### src/rtl/serial_uart_tx.sv
`timescale 1ns/1ps
// serial_uart_tx: stream-to-pin UART transmitter, 8N1-style frames.
// A one-word holding register lets the producer queue the next word during a
// frame, so consecutive frames go out back-to-back with no idle gap.
// Ports:
//   clk, resetn      clock, synchronous active-low reset
//   data, valid      producer word / word present (accepted when valid && ready)
//   ready            holding register empty (registered)
//   cts              clear-to-send, sampled only when a frame is about to start
//   tx               serial line, idle high
//   busy             frame in progress or a word is held
module serial_uart_tx #(
    parameter int BITS      = 8,
    parameter int DIVISOR   = 16,
    parameter int STOP_BITS = 1
) (
    input  logic            clk,
    input  logic            resetn,
    input  logic [BITS-1:0] data,
    input  logic            valid,
    output logic            ready,
    input  logic            cts,
    output logic            tx,
    output logic            busy
);

    localparam int BW   = (DIVISOR > 1) ? $clog2(DIVISOR) : 1;
    localparam int CMAX = (BITS > STOP_BITS) ? BITS : STOP_BITS;
    localparam int CW   = (CMAX > 1) ? $clog2(CMAX) : 1;

    localparam logic [BW-1:0] BAUD_LAST = BW'(DIVISOR - 1);
    localparam logic [CW-1:0] BIT_LAST  = CW'(BITS - 1);
    localparam logic [CW-1:0] STOP_LAST = CW'(STOP_BITS - 1);

    typedef enum logic [1:0] {
        S_IDLE,
        S_START,
        S_DATA,
        S_STOP
    } state_t;

    state_t          state_q;
    logic [BITS-1:0] hold_q;
    logic            hold_full_q;
    logic            hold_full_d;
    logic [BITS-1:0] shreg_q;
    logic [BW-1:0]   baud_q;
    logic [CW-1:0]   bit_q;
    logic            tx_q;
    logic            ready_q;

    logic accept;
    logic baud_last;
    logic start_ok;
    logic load;

    always_comb begin
        accept    = valid && ready_q;
        baud_last = (baud_q == BAUD_LAST);
        start_ok  = hold_full_q && cts;
        // A new frame starts from IDLE, or directly off the final stop cycle.
        load      = start_ok &&
                    ((state_q == S_IDLE) ||
                     ((state_q == S_STOP) && baud_last && (bit_q == STOP_LAST)));
        // A same-edge accept refills hold as the transfer empties it.
        hold_full_d = accept || (hold_full_q && !load);
    end

    always_ff @(posedge clk) begin
        if (!resetn) begin
            state_q     <= S_IDLE;
            hold_q      <= '0;
            hold_full_q <= 1'b0;
            shreg_q     <= '0;
            baud_q      <= '0;
            bit_q       <= '0;
            tx_q        <= 1'b1;
            ready_q     <= 1'b0;
        end else begin
            hold_full_q <= hold_full_d;
            ready_q     <= !hold_full_d;
            if (accept) begin
                hold_q <= data;
            end
            if (load) begin
                shreg_q <= hold_q;
                state_q <= S_START;
                tx_q    <= 1'b0;
                baud_q  <= '0;
                bit_q   <= '0;
            end else begin
                unique case (state_q)
                    S_IDLE: begin
                        tx_q   <= 1'b1;
                        baud_q <= '0;
                        bit_q  <= '0;
                    end
                    S_START: begin
                        if (baud_last) begin
                            state_q <= S_DATA;
                            baud_q  <= '0;
                            bit_q   <= '0;
                            tx_q    <= shreg_q[0];
                        end else begin
                            baud_q <= baud_q + BW'(1);
                        end
                    end
                    S_DATA: begin
                        if (baud_last) begin
                            baud_q <= '0;
                            if (bit_q == BIT_LAST) begin
                                state_q <= S_STOP;
                                bit_q   <= '0;
                                tx_q    <= 1'b1;
                            end else begin
                                // Present the next bit as the register shifts.
                                shreg_q <= shreg_q >> 1;
                                tx_q    <= shreg_q[1];
                                bit_q   <= bit_q + CW'(1);
                            end
                        end else begin
                            baud_q <= baud_q + BW'(1);
                        end
                    end
                    S_STOP: begin
                        if (baud_last) begin
                            baud_q <= '0;
                            if (bit_q == STOP_LAST) begin
                                state_q <= S_IDLE;
                                bit_q   <= '0;
                                tx_q    <= 1'b1;
                            end else begin
                                bit_q <= bit_q + CW'(1);
                            end
                        end else begin
                            baud_q <= baud_q + BW'(1);
                        end
                    end
                    default: begin
                        state_q <= S_IDLE;
                        tx_q    <= 1'b1;
                    end
                endcase
            end
        end
    end

    assign tx    = tx_q;
    assign ready = ready_q;
    assign busy  = (state_q != S_IDLE) || hold_full_q;

endmodule

### config.mk
export PLATFORM = sky130hd
export DESIGN_NAME = serial_uart_tx
export DESIGN_NICKNAME = d
export VERILOG_FILES = /design/src/rtl/serial_uart_tx.sv
export SDC_FILE = /design/constraint.sdc
export NUM_CORES = 1
export LEC_CHECK = 0
export CORE_MARGIN = 2
export CORE_UTILIZATION = 58
export DETAILED_ROUTE_END_ITERATION = 16
export PLACE_DENSITY = 0.88
export SLEW_MARGIN = 25
export SYNTH_ARGS = -nofsm -noshare
export SYNTH_HDL_FRONTEND = slang
export SYNTH_SLANG_ARGS = --single-unit
### constraint.sdc
create_clock -name clk -period 2.6 [get_ports clk]
set_input_delay 0.52 -clock clk [delete_from_list [all_inputs] [get_ports clk]]
set_output_delay 0.52 -clock clk [all_outputs]
set_load 0.01 [all_outputs]
==> flow_metrics.tcl <==
set metrics [dict create \
    status "finished clean" \
    drc 0 \
    rsz0062_at_grt "false" \
    overflow 0 \
    coreArea_sq_mm 0.00217 \
    post_cts_resized 0 \
    hold_start "baud_q[0]" \
    grtUsageTotal 0.218 \
    synth-async-reset-ratio 0 \
    nets 184 \
    grt_pass1_wl_microns 4260 \
    route.final.wire_length_microns 2470 \
    timing.rr.end "state_q[1]" \
    diodes 0 \
    multi_input_area_sq_um 692 \
    critPathKind "reg -> out" \
    fmax_mhz 443 \
    tightest_slew_ns 0.596 \
    crit_chain "inv_1 > ha_1 > nand2b_1 > clkdlybuf4s50_1" \
    yosysWarnings 0 \
    routed-via-count 1049 \
    cts_setup_buffers 0 \
    synth-compound-area-share 0.182 \
    crit_path_end_kind "output pin" \
    drt_iter0_drc 24 \
    cap_violations 0 \
    synth_nets 170 \
    critical_path.slowest_cell "clkdlybuf4s50_1" \
    numPortBuffers 14 \
    slew_violations 0 \
    skew_ns 0.00259 \
    ys_seq_area_frac 0.430 \
    max_stage_delay_ns 0.54 \
    syn_area_sq_mm 0.00131 \
    cp_max_fo 4 \
    whs_endpoint "baud_q[0]" \
    post-route-min-period_ns 2.26 \
    clk_pin_slew_ns 0.15 \
    grt_max_degree 21 \
    ys_types 32 \
    fin_crit_sh 0.869 \
    powerDensity_mw_per_mm2 650 \
    io_pins 15 \
    synth_fa_ha_area_frac 0.0863 \
    min_path_type "reg -> reg" \
    seqCellArea_sq_um 561 \
    cts-root-buf "clkbuf_4" \
    antenna_found_initial 0 \
    synth-edff-count 0 \
    grt_use_met1 0.259 \
    dr.pass1.iters 4 \
    irDropWorstVdd_mv 0.544 \
    stdcell_area_sq_mm 0.00151 \
    place.gp.congestion 0.806 \
    cts-hold-fix-buffers 0 \
    synthCells 149 \
    grt_pass1_vias 996 \
    p_leak_nw 0.553 \
    cp_top_family "buffers and inverters" \
    crit_buf_inv 2 \
    clkSinkCount 28 \
    synth_top_family_by_area "simple AND/OR/NAND/NOR gates" \
    fillers 177 \
    clk_latency_ns 0.33 \
    synth_xor_area_frac 0.0134 \
    crit_required_ns 2.08 \
    start_util 0.601 \
    clockBufferDepth 2 \
    area_growth_pct 15.4 \
    viasPerCell 5.52 \
    tritoncts "done" \
    drtAntennaViolNets 0 \
    cp-start-kind "flip-flop" \
    use_met2 0.368 \
    avgSynthCellArea_sq_um 8.76 \
    cts_buffers 3 \
    yosys-mux-area-fraction 0.0537 \
    hold_violations 0 \
    cts.htree.levels 1 \
    setup_viol 0 \
    r2r_slack_ns 0.66 \
    yosys.area_share.simple 0.195 \
    die_h_microns 51.4 \
    rows 17 \
    ys_seq_elements 28 \
    detailed_place_hpwl_microns 1840 \
    die_w_microns 51.4 \
    grt-busiest-layer "met2" \
    worst_ep_arrival_time_ns 1.74 \
    drive_gt1_frac 0.0617 \
    relSlewSlack 0.602 \
    synth_ff_type "dfxtp_1" \
    post_drt_wl_per_cell_microns 13.0 \
    fin_total_pwr_mw 0.980 \
    placement.cell_area_sq_mm 0.00145 \
    r2r_start "state_q[1]" \
    setup_tns_ns 0 \
    grt_util_met3 0.0292 \
    reg2regPathDepth 6 \
    whs_ns 0.463 \
    hold_depth 1 \
    die_area_sq_mm 0.00265 \
]
==> Yosys cell counts, types with 2 or more instances <==
library cell	number	area (sq um)
dfxtp_1	28	561
nand2_1	23	86.3
a21oi_1	22	110
o21ai_0	10	50.1
ha_1	9	113
inv_1	7	26.3
mux2i_1	7	70.1
nor2_1	6	22.5
nand3_1	5	25.0
clkbuf_1	4	15.0
nand2b_1	4	25.0
and2_1	3	18.8
nand4_1	2	12.5
==> power by group <==
group | internal [mW] | total (mW) | switching [mW]
logic | 0.0998 | 0.213 | 0.113
clock network | 0.156 | 0.287 | 0.130
registers | 0.458 | 0.480 | 0.0217
total | 0.714 | 0.980 | 0.266
==> state kept, by name, summed over array words and instances, names as in the netlist <==
register,count
baud_q,4
bit_q,3
shreg_q,8
ready,1
state_q,2
hold_full_q,1
tx,1
hold_q,8
==> per-stage QoR <==
step | util | std cells | setup slack, ns
5_1_grt | 0.694 | 190 | 0.251
2_1_floorplan | - | 149 | 1.00
6_report | 0.694 | 190 | 0.342
3_5_place_dp | 0.670 | 186 | 0.486
3_3_place_gp | 0.670 | 186 | 0.540
4_1_cts | 0.694 | 190 | 0.362
==> final cells by class <==
type	instances	area share
multi-input cells	109	0.459
clock buffers	3	0.0150
flip-flops and latches	28	0.372
clock inverters	1	0.0199
repair buffers	14	0.0930
inverters	7	0.0174
well taps	28	0.0233
==> cells in the final DEF, fill, tap and decap left out, drive strengths merged <==
cell type / instances
clkbuf: 3
dfxtp: 28
and3: 1
a31o: 1
nand2b: 4
mux2i: 7
inv: 7
nor2: 7
xnor2: 1
o21ai: 10
a21oi: 23
a311oi: 1
xor2: 1
nand3b: 1
and2: 3
or2: 2
nand2: 23
bufinv: 1
ha: 9
nand4b: 1
a21o: 1
a22oi: 1
a211oi: 1
nand3: 5
a31oi: 1
or3: 1
o31a: 1
nor2b: 1
nand4: 2
clkdlybuf4s50: 14
==> kinds of logic (layout without fill, tap and decap cells) <==
family                   after synthesis  after routing
XOR/XNOR                               2              2
multiplexers                           7              7
buffers and inverters                 12             25
flip-flops                            28             28
AO/OA/AOI/OAI                         40             40
AND/OR/NAND/NOR                       51             51
adder cells (fa/ha/maj)                9              9
==> worst register-to-register path, cell delays in order (launching register included) <==
cell and delay [ns]:
dfxtp_1 0.46, inv_1 0.11, ha_1 0.21, nand3_1 0.09, o31a_1 0.53, nand2_1 0.21
a311oi_1 0.24
==> metal layers <==
layer | part of all wire | wire, microns
met2 | 0.49 | 1210
met3 | 0.030 | 73
met4 | 0.028 | 70
met1 | 0.45 | 1120
met5 | 0 | 0
==> how the worst max path moves through the flow <==
stage,from,endpoint,slack (ns),cells past startpoint
final,state_q[1],busy,0.34,4
after global routing,state_q[0],busy,0.25,4
after CTS,state_q[1],busy,0.36,4
after detailed placement,cts,state_q[1],0.49,5
after global placement,cts,state_q[1],0.54,5
after floorplan,state_q[0],state_q[0],1.00,6
(Power assumes the default switching activity.)
